==> config.mk <==
export PLATFORM = sky130hd
export DESIGN_NAME = bsg_two_fifo_width_p28
export DESIGN_NICKNAME = d
export VERILOG_FILES = /design/src/rtl/bsg_two_fifo_pkg.sv /design/src/rtl/bsg_two_fifo_mem.sv /design/src/rtl/bsg_two_fifo_width_p28.sv
export SDC_FILE = /design/constraint.sdc
export NUM_CORES = 1
export LEC_CHECK = 0
export ABC_AREA = 1
export BUFFER_PORTS_ARGS = -buffer_cell sky130_fd_sc_hd__buf_2
export CORE_MARGIN = 2
export CORE_UTILIZATION = 53
export CTS_CLUSTER_SIZE = 14
export DETAILED_ROUTE_END_ITERATION = 12
export PLACE_DENSITY = 0.76
export SLEW_MARGIN = 10
export SYNTH_ARGS = -nofsm -noshare
export SYNTH_HDL_FRONTEND = slang
export SYNTH_SLANG_ARGS = --single-unit
==> constraint.sdc <==
create_clock -name clk_i -period 2.2 [get_ports clk_i]
set_clock_uncertainty 0.1 [all_clocks]
set_input_delay 0.11 -clock clk_i [delete_from_list [all_inputs] [get_ports clk_i]]
set_output_delay 0.11 -clock clk_i [all_outputs]
set_load 0.005 [all_outputs]
==> src/rtl/bsg_two_fifo_pkg.sv <==
// Shared types and constants for the two-entry ready/valid buffer.
// Used by bsg_two_fifo_mem and bsg_two_fifo_width_p28.
package bsg_two_fifo_pkg;

  typedef enum logic [1:0] {
    EMPTY = 2'd0,
    ONE   = 2'd1,
    FULL  = 2'd2
  } bsg_two_fifo_state_e;

  localparam int bsg_two_fifo_els_gp = 2;
  localparam int bsg_two_fifo_count_width_gp = 2;

  function automatic logic [1:0] state_count(
    bsg_two_fifo_state_e s
  );
    unique case (s)
      FULL:    return 2'd2;
      ONE:     return 2'd1;
      default: return 2'd0;
    endcase
  endfunction

endpackage

==> src/rtl/bsg_two_fifo_mem.sv <==
// Two-entry storage: per-entry write enable, read mux on rptr,
// asynchronous active-low clear of both entries.
module bsg_two_fifo_mem
  import bsg_two_fifo_pkg::*;
#(
  parameter int width_p = 28
) (
  input  logic               clk_i,
  input  logic               reset_n_i,
  input  logic               we_i,
  input  logic               wptr_i,
  input  logic               rptr_i,
  input  logic [width_p-1:0] data_i,
  output logic [width_p-1:0] data_o
);

  logic [width_p-1:0] mem_q [bsg_two_fifo_els_gp];
  logic [width_p-1:0] mem_d [bsg_two_fifo_els_gp];

  always_comb begin
    for (int i = 0; i < bsg_two_fifo_els_gp; i++) begin
      mem_d[i] = mem_q[i];
      if (we_i && (wptr_i == 1'(i)))
        mem_d[i] = data_i;
    end
  end

  always_ff @(posedge clk_i or negedge reset_n_i) begin
    if (!reset_n_i) begin
      for (int i = 0; i < bsg_two_fifo_els_gp; i++)
        mem_q[i] <= '0;
    end else begin
      for (int i = 0; i < bsg_two_fifo_els_gp; i++)
        mem_q[i] <= mem_d[i];
    end
  end

  assign data_o = mem_q[rptr_i];

endmodule

==> src/rtl/bsg_two_fifo_width_p28.sv <==
// Two-entry ready/valid buffer, 28-bit words, registered handshakes.
// Optional occupancy output count_o under BSG_TWO_FIFO_COUNT_EN.
module bsg_two_fifo_width_p28
  import bsg_two_fifo_pkg::*;
#(
  parameter int width_p = 28
) (
  input  logic               clk_i,
  input  logic               reset_n_i,
  input  logic               v_i,
  input  logic [width_p-1:0] data_i,
  output logic               ready_o,
  output logic               v_o,
  output logic [width_p-1:0] data_o,
  input  logic               yumi_i
`ifdef BSG_TWO_FIFO_COUNT_EN
  ,
  output logic [bsg_two_fifo_count_width_gp-1:0] count_o
`endif
);

  bsg_two_fifo_state_e state_q, state_d;
  logic wptr_q, wptr_d;
  logic rptr_q, rptr_d;
  logic enq, deq;

  // Both handshakes decode only registered state, never v_i/yumi_i.
  assign ready_o = (state_q != FULL) & reset_n_i;
  assign v_o     = (state_q != EMPTY);
  assign enq     = v_i & ready_o;
  assign deq     = yumi_i & v_o;

  always_comb begin
    wptr_d  = wptr_q ^ enq;
    rptr_d  = rptr_q ^ deq;
    state_d = state_q;
    unique case (state_q)
      EMPTY: if (enq) state_d = ONE;
      ONE: begin
        if (enq && !deq) state_d = FULL;
        if (deq && !enq) state_d = EMPTY;
      end
      FULL:    if (deq) state_d = ONE;
      default: state_d = EMPTY;
    endcase
  end

  always_ff @(posedge clk_i or negedge reset_n_i) begin
    if (!reset_n_i) begin
      state_q <= EMPTY;
      wptr_q  <= 1'b0;
      rptr_q  <= 1'b0;
    end else begin
      state_q <= state_d;
      wptr_q  <= wptr_d;
      rptr_q  <= rptr_d;
    end
  end

  bsg_two_fifo_mem #(
    .width_p(width_p)
  ) u_mem (
    .clk_i    (clk_i),
    .reset_n_i(reset_n_i),
    .we_i     (enq),
    .wptr_i   (wptr_q),
    .rptr_i   (rptr_q),
    .data_i   (data_i),
    .data_o   (data_o)
  );

`ifdef BSG_TWO_FIFO_COUNT_EN
  logic [bsg_two_fifo_count_width_gp-1:0] count_q, count_d;

  assign count_d = state_count(state_d);

  always_ff @(posedge clk_i or negedge reset_n_i) begin
    if (!reset_n_i) count_q <= '0;
    else            count_q <= count_d;
  end

  assign count_o = count_q;
`endif

  a_yumi_legal: assert property (
    @(posedge clk_i) disable iff (!reset_n_i)
    yumi_i |-> v_o
  ) else $error("yumi_i asserted while buffer empty");

endmodule

# --- Word-level counts from Yosys, hierarchy flattened ---
# Cells that the tools add are included.
# W data, S select, Z words.
classes:
  order_cmp: 1
  n_eq_ne: 6
  mux: 8
  bitwise_logic: 7
  reduce_logical: 9
op_table:
  columns: ["cell", "n"]
  rows:
  - ["$mux W28", 3]
  - ["$mux W2", 4]
  - ["$ne A2 B2 Y1 const B", 3]
  - ["$pmux W2 S3", 1]
  - ["$logic_and A1 B1 Y1", 4]
  - ["$and A1 B1 Y1", 3]
  - ["$ne A3 B3 Y1 const B", 1]
  - ["$reduce_and A3 Y1", 1]
  - ["$eq A2 B1 Y1 const B", 1]
  - ["$eq A2 B2 Y1 const B", 1]
  - ["$ge A2 B2 Y1 const B", 1]
  - ["$logic_not A1 Y1", 2]
  - ["$logic_not A2 Y1", 1]
  - ["$not A1 Y2", 1]
  - ["$reduce_bool A2 Y1", 1]
  - ["$xor A1 B1 Y1", 2]
  - ["$not A1 Y1", 1]
totals:
  ff_bits: 60
  input_bits: 32

# --- Longest topological paths before layout ---
# Gate-level depths: netlist of the first run.
depth:
  ltp_word: 7
  depth_mapped: 10
  depth_no_buf: 10

# --- By module ---
# A second synthesis of the first run with hierarchy kept.
unflattened:
  hier_cells: 361
  hier_area_um2: 2860.2
by_module_without_submodules:
  columns: ["mod", "n_inst", "cells_per_inst", "area_per_inst_um2", "seq_area_each_um2"]
  rows:
  - ["bsg_two_fifo_mem", 1, 333, 2615.0, 1401.3]
  - ["bsg_two_fifo_width_p28", 1, 28, 245.2, 100.1]

# --- Worst setup path after synthesis of the first run ---
# Ideal clock, no wire load.
synth_timing:
  kind: "flip-flop to flip-flop"
  start: "reg state_q[0]"
  end: "reg u_mem.mem_q[10] (netlist bit)"
  setup_ps: 125
  t_arrival_ps: 1428
  slack_ps: 547
  path_stages_with_launch: 9
  n_path_buf: 2
  synth_period_minus_slack_ps: 1653
  path_cell_list: "dfrtp_1 inv_1 nand2_1 nand3_1 inv_1 ha_1 buf_6 buf_12 mux2_4"
synth_via:
  elab_chain_cells: 4
synth_rtl:
  columns: ["element", "line", "rtl"]
  rows:
  - ["start, declared", "bsg_two_fifo_width_p28.sv:22", "bsg_two_fifo_state_e state_q, state_d;"]
  - ["start signal, assigned", "bsg_two_fifo_width_p28.sv:54", "state_q <= state_d;"]
  - ["$ne A2 B2 Y1", "bsg_two_fifo_width_p28.sv:28", "assign ready_o = (state_q != FULL) & reset_n_i;"]
  - ["$and A1 B1 Y1", "bsg_two_fifo_width_p28.sv:28", null]
  - ["$and A1 B1 Y1", "bsg_two_fifo_width_p28.sv:30", "assign enq = v_i & ready_o;"]
  - ["$logic_and A1 B1 Y1", "bsg_two_fifo_mem.sv:23", "if (we_i && (wptr_i == 1'(i)))"]
  - ["end signal, assigned by index", "bsg_two_fifo_mem.sv:34", "mem_q[i] <= mem_d[i];"]
  - ["end, declared", "bsg_two_fifo_mem.sv:17", "logic [width_p-1:0] mem_q [bsg_two_fifo_els_gp];"]
# Every way passes these cells.
# A chain may end at the register's enable or synchronous reset.

# --- Worst setup path after layout of the first run ---
layout_timing:
  start: "reg state_q[0]"
  end: "reg u_mem.mem_q[12] (netlist bit)"
# The elaborated chain is that of the path after synthesis.

==> flow_summary.json, run 1 <==
{
  "clockPowerShare_pct": 18.5,
  "leakagePower_nw": 1.77,
  "grt-ovfl-total": 0,
  "worst_setup_path_end_kind": "flop",
  "drive_above_1_share_pct": 30.0,
  "num_io_pins": 62,
  "drc": 0,
  "grt.total_usage_pct": 20.8,
  "hold_path_startpoint": "v_i",
  "start_kind": "flop",
  "antenna_found_initial": 0,
  "path_common_cell": "inv_1",
  "timing.rr.start": "state_q[0]",
  "die_h_um": 76.0,
  "syn_area_per_cell_um2": 10.2,
  "synth_warnings": 0,
  "min_path_type": "input pin to flop",
  "cts_made_buffers": 9,
  "switching_power_mw": 1.54,
  "synth.largest_area_cell": "dfrtp_1",
  "cts.sinks": 60,
  "crit_type": "flop to flop",
  "min_period_ns": 1.89,
  "critical_path.cell_chain": "inv_1 > nand2_1 > nand3_1 > inv_1 > ha_2 > buf_4 > mux2_4",
  "antenna_cells": 0,
  "maxSlewViolCount": 0,
  "fp.coreArea_um2": 5040,
  "worst_hold_path.endpoint": "state_q[0]",
  "clkTransAtPathRegs_ns": 0.07,
  "hold_path_depth": 5,
  "power_density_nw_per_um2": 1300,
  "placed_cell_area_um2": 3090,
  "cp_slowest_cell": "dfrtp_1",
  "ff2ff_path_depth": 7,
  "power.total_mw": 4.61,
  "critical-path-top-delay-family": "buffers and inverters",
  "routed-via-count": 2111,
  "p_seq_share_pct": 40.8,
  "p_int_mw": 3.07,
  "cp_slowest_stage_delay_ns": 0.37,
  "htreeDepth": 3,
  "clock_latency_ns": 0.32,
  "numPortBuffers": 61,
  "nets": 398,
  "final_area_um2": 3550,
  "grt_max_degree": 62,
  "die_w_um": 76.0,
  "tns_ns": 0,
  "cp_data_arrival_time_ns": 2.00,
  "root_buffer": "clkbuf_8",
  "layout_setup_ws_ns": 0.309,
  "rsz0062_at_grt": "no",
  "reg2reg_to": "u_mem.mem_q[12]",
  "place.gp.congestion": 0.725,
  "swShare_pct": 33.4,
  "place_hpwl_mm": 3.35,
  "grt_pass1_vias": 2081,
  "maxCapViolations": 0,
  "dp.cells": 392,
  "num_rows": 26,
  "outcome": "complete, no violations",
  "synth_nets": 305,
  "fmax_mhz": 529,
  "fin_crit_sh_pct": 86.0,
  "ys_types": 17,
  "crit_path_max_fanout": 11,
  "setup_viol": 0,
  "synthCells": 270,
  "ant_nets": 0,
  "required_ns": 2.31,
  "area_delta_synth_final_pct": 29.4,
  "reg2reg_slack_ns": 0.31,
  "syn-cell-area_um2": 2750,
  "synth.area.top_cells": "dfrtp_1, mux2_4, o21ai_0",
  "instances_no_fill": 437,
  "p_comb_share_pct": 40.6,
  "path_buf_inv": 3,
  "die_area_um2": 5770,
  "via_per_inst": 4.83,
  "holdWs_ns": 0.130,
  "hold_viol": 0,
  "tightestPinTransition_ns": 0.742,
  "cts_max_path_buffers": 2,
  "grt_pass1_wl_mm": 9.57,
  "cts_tree": "done",
  "fillCellCount": 385,
  "dp_slack_ns": 0.289,
  "synth_top_area_share_pct": 54.7,
  "wl_per_cell_um": 12.3,
  "vdd.ir_drop.worst_mv": 0.831,
  "initialDrtViolationCount": 101,
  "start_util_pct": 54.5,
  "drt_first_pass_iters": 4,
  "wl_mm": 5.36,
  "ys_ff_latch": 60,
  "yosysSeqAreaShare_pct": 54.7,
  "utilization_pct": 70.5,
  "maxSlewHeadroom_pct": 50.5
}
==> placed cells by master, fill, tap and decap left out <==
cell,count
nand2_1,62
buf_2,61
dfrtp_1,60
o21ai_0,56
inv_1,37
dlygate4sd3_1,30
mux2_4,20
clkbuf_8,11
mux2_2,8
nand3_1,5
buf_4,5
ha_2,2
clkinv_2,2
clkbuf_1,2
nor2_1,1
xnor2_1,1
and2_1,1
nor3_1,1
ha_1,1
buf_12,1
==> per-layer routing <==
layer	share of wire (%)	GRT usage (%)	vias to the layer above
met5	0	0	-
met4	1.2	9.64	0
met3	4.3	4.86	7
met2	49	32.9	61
met1	46	27.5	1000
li1	-	-	1043
==> registers in the layout, summed over array words and instances (netlist names) <==
name	cells
state_q	2
rptr_q	1
u_mem.mem_q	56
wptr_q	1
==> power by group through the flow <==
stage          Clock, mW  Combinational (mW)  Sequential, mW
3_3_place_gp           0                1.78            1.88
4_1_cts            0.877                1.88            1.88
6_report           0.855                1.87            1.88
3_5_place_dp           0                1.84            1.89
2_1_floorplan          0                1.27            1.83
5_1_grt            0.923                2.14            1.95
==> worst reg2reg max path: stages (launching register included) <==
cell     delay [ns]
dfrtp_1        0.37
inv_1          0.08
nand2_1        0.07
nand3_1        0.11
inv_1          0.10
ha_2           0.34
buf_4          0.28
mux2_4         0.33
==> Yosys cell counts <==
library cell,n
ha_1,3
dfrtp_1,60
and2_1,1
clkbuf_1,4
nor3_1,1
buf_4,4
mux2_2,8
nand3_1,5
xnor2_1,1
mux2_4,20
buf_12,2
buf_2,4
inv_1,37
o21ai_0,56
nor2_1,1
nand2_1,62
buf_6,1
==> logic make-up (layout without fill, tap and decap cells) <==
logic type	after synthesis	count (layout)	share of synthesized area, %
AND/OR/NAND/NOR	70	70	9.93
flip-flops	60	60	54.7
multiplexers	28	28	14.2
adder cells (fa/ha/maj)	3	3	1.37
buffers and inverters	52	149	9.29
AO/OA/AOI/OAI	56	56	10.2
XOR/XNOR	1	1	0.319
==> worst max path at each step <==
stage | end | start | cells after the start
2_1_floorplan | u_mem.mem_q[10] | state_q[0] | 8
3_3_place_gp | u_mem.mem_q[12] | state_q[0] | 7
3_5_place_dp | u_mem.mem_q[12] | state_q[0] | 7
4_1_cts | ready_o | reset_n_i | 5
5_1_grt | ready_o | reset_n_i | 5
6_report | u_mem.mem_q[12] | state_q[0] | 7
==> area by class of cell <==
| class | count | area (µm²) | area share (%) |
|---|---|---|---|
| sequential | 60 | 1500 | 42.2 |
| multi-input combinational | 158 | 995 | 28.0 |
| timing repair buffer | 97 | 663 | 18.7 |
| clock buffer | 13 | 159 | 4.47 |
| inverter | 37 | 139 | 3.91 |
| tap | 70 | 87.6 | 2.46 |
| clock inverter | 2 | 10.0 | 0.282 |
==> repair_timing <==
action	CTS	global route
hold endpoints to repair	118	0
hold buffers	30	0
buffers inserted	0	0
resized for setup	0	0
No activity file was read; power rests on OpenSTA's default activity.
==> run 2: changes to the inputs <==
--- a/config.mk
+++ b/config.mk
@@ -8,11 +8,12 @@
 export ABC_AREA = 1
 export BUFFER_PORTS_ARGS = -buffer_cell sky130_fd_sc_hd__buf_2
 export CORE_MARGIN = 2
-export CORE_UTILIZATION = 53
+export CORE_UTILIZATION = 54
 export CTS_CLUSTER_SIZE = 14
 export DETAILED_ROUTE_END_ITERATION = 12
-export PLACE_DENSITY = 0.76
+export PLACE_DENSITY = 0.77
 export SLEW_MARGIN = 10
 export SYNTH_ARGS = -nofsm -noshare
 export SYNTH_HDL_FRONTEND = slang
+export SYNTH_HIERARCHICAL = 1
 export SYNTH_SLANG_ARGS = --single-unit
==> run 2 against run 1 <==
  * Setup slack improved by 0.10 ns
  * Power increased by 4.9%
  * Die area increased by 2.1%
  * Critical path type is now flop to primary output
  * Sequential share of layout area decreased by 0.92 points
  * Clock-buffer cell count unchanged
  * Largest cell class unchanged
  * Synthesized cell count increased by 34%
==> flow_summary.json, run 2 <==
{
  "outcome": "complete, no violations",
  "yosysSeqAreaShare_pct": 52.5,
  "p_comb_share_pct": 39.6,
  "reg2reg_to": "state_q[0]",
  "antenna_cells": 0,
  "via_per_inst": 4.94,
  "reg.largest.list": "u_mem/mem_q: 56 flops, state_q: 2 flops",
  "crit_type": "flop to primary output",
  "vdd.ir_drop.worst_mv": 0.786,
  "final_area_um2": 3640,
  "dp.cells": 478,
  "antenna_found_initial": 0,
  "routed-via-count": 2583,
  "fillCellCount": 409,
  "timing.rr.start": "state_q[1]",
  "yosysMostFrequentCell": "nand2_1",
  "top_register": "u_mem/mem_q",
  "grt_pass1_vias": 2582,
  "ant_nets": 0,
  "ys_types": 19,
  "power_density_nw_per_um2": 1330,
  "numPortBuffers": 61,
  "min_path_type": "input pin to flop",
  "maxSlewViolCount": 0,
  "clock_latency_ns": 0.33,
  "path_buf_inv": 2,
  "num_io_pins": 62,
  "num_rows": 26,
  "ys_ff_latch": 60,
  "wl_mm": 6.64,
  "wl_met1_mm": 2.91,
  "cts_setup_buffers": 0,
  "tightestPinTransition_ns": 0.626,
  "synth.area.top_cells": "dfrtp_1, nand2_1, nand3_1",
  "critPathCapture": "data_o[14]",
  "cp_slowest_stage_delay_ns": 0.60,
  "hold_viol": 0,
  "power.total_mw": 4.83,
  "seq_area_um2": 1500,
  "hold_path_startpoint": "v_i",
  "final_common_cell": "nand2_1",
  "start_kind": "flop",
  "syn_area_per_cell_um2": 7.92,
  "place.gp.congestion": 0.761,
  "setup_viol": 0,
  "grt-ovfl-total": 0,
  "synth_warnings": 6,
  "met2RoutedLength_mm": 3.20,
  "synth_common_cells": "nand2_1, dfrtp_1, nand3_1",
  "die_area_um2": 5900,
  "root_buffer": "clkbuf_8",
  "maxSlewHeadroom_pct": 58.3,
  "place_hpwl_mm": 4.01,
  "drt_first_pass_iters": 5,
  "htreeDepth": 3,
  "placed_cell_area_um2": 3170,
  "cts_max_path_buffers": 2,
  "required_ns": 1.99,
  "synth_top_area_share_pct": 52.5,
  "min_period_ns": 1.79,
  "rsz0062_at_grt": "no",
  "initialDrtViolationCount": 193,
  "tns_ns": 0,
  "grt.total_usage_pct": 24.7,
  "startpoint": "rptr_q",
  "die_w_um": 76.8,
  "utilization_pct": 71.2,
  "highest_layer": "met4",
  "leakagePower_nw": 2.01,
  "worst_setup_path_end_kind": "primary output",
  "holdWs_ns": 0.0239,
  "wl_met3_um": 445,
  "synthFlopType": "dfrtp_1",
  "clockPowerShare_pct": 17.9,
  "p_int_mw": 2.93,
  "path_depth": 4,
  "grt_max_degree": 51,
  "cts_made_buffers": 9,
  "die_h_um": 76.8,
  "fmax_mhz": 560,
  "cp_slowest_cell": "dfrtp_2",
  "synth_edf_count": 0,
  "cts_tree": "done",
  "maxCapViolations": 0,
  "ff2ff_path_depth": 10,
  "cp_data_arrival_time_ns": 1.58,
  "synth.largest_area_cell": "dfrtp_1",
  "p_seq_share_pct": 42.6,
  "postCtsHoldBufs": 30,
  "wl_per_cell_um": 12.7,
  "synthCells": 361,
  "crit_path_max_fanout": 24,
  "layout_common_cells": "nand2_1, buf_2, nand3_1",
  "cts.sinks": 60,
  "cts_resized": 0,
  "dp_slack_ns": 0.552,
  "async_flop_share_pct": 100,
  "critical-path-top-delay-family": "flip-flops",
  "multi_input_area_um2": 1080,
  "nets": 482,
  "critical_path.cell_chain": "buf_4 > nand2_1 > o21ai_0 > buf_2",
  "area_delta_synth_final_pct": 27.2,
  "syn-cell-area_um2": 2860,
  "grt_pass1_wl_mm": 11.5,
  "fp.coreArea_um2": 5110,
  "drc": 0,
  "drive_above_1_share_pct": 20.8,
  "clkTransAtPathRegs_ns": 0.06,
  "reg2reg_slack_ns": 0.53,
  "switching_power_mw": 1.90,
  "layout_setup_ws_ns": 0.414,
  "start_util_pct": 56.0,
  "swShare_pct": 39.3,
  "fin_crit_sh_pct": 81.2,
  "synth_nets": 394,
  "instances_no_fill": 523,
  "largest_reg_flops": 56
}
## run 2: cell count changes after synthesis, moves of 4 or more
cell,delta
nand3_1,+55
inv_1,-4
buf_2,+7
nand2_1,+82
o21ai_0,-28
mux2_4,-20
mux2_2,-8
nand2_2,+4
## run 2: worst min-delay path by stage
stage                            endpoint  cells past startpoint
after floorplan                    rptr_q                      0
after global placement    u_mem/mem_q[54]                      2
after detailed placement  u_mem/mem_q[25]                      2
after CTS                          wptr_q                      3
after global routing               wptr_q                      3
final                              wptr_q                      3
## run 2: layout make-up
| class | count | area share [%] |
|---|---|---|
| Sequential cell | 60 | 41.3 |
| Multi-Input combinational cell | 243 | 29.6 |
| Timing Repair Buffer | 99 | 18.3 |
| Clock buffer | 13 | 4.37 |
| Inverter | 36 | 3.72 |
| Tap cell | 70 | 2.41 |
| Clock inverter | 2 | 0.275 |
## run 2: logic make-up (layout without fill, tap and decap cells)
kind of cell	after synthesis	after routing	share of synthesized area, %
flip-flops	60	60	52.5
adder cells (fa/ha/maj)	1	1	0.437
XOR/XNOR	2	2	0.875
buffers and inverters	58	150	9.84
AO/OA/AOI/OAI	28	28	4.90
AND/OR/NAND/NOR	212	212	31.5
## run 2: tightest hold or removal path, stage by stage
cell and delay (ns):
buf_2 0.12, nand3_4 0.10, xnor2_1 0.07
## run 2: metal layers
layer,up-vias,global-route usage (%)
met1,1185,31.0
met4,0,10.2
met3,9,5.06
met2,83,41.8
li1,1306,-
met5,-,0
## run 2: power groups by stage
| stage | clock (mW) | sequential, mW | combinational [mW] |
|---|---|---|---|
| 2_1_floorplan | 0 | 1.92 | 1.33 |
| 3_3_place_gp | 0 | 2.05 | 1.82 |
| 4_1_cts | 0.878 | 2.05 | 1.92 |
| 6_report | 0.864 | 2.06 | 1.91 |
| 5_1_grt | 0.927 | 2.14 | 2.22 |
| 3_5_place_dp | 0 | 2.06 | 1.87 |
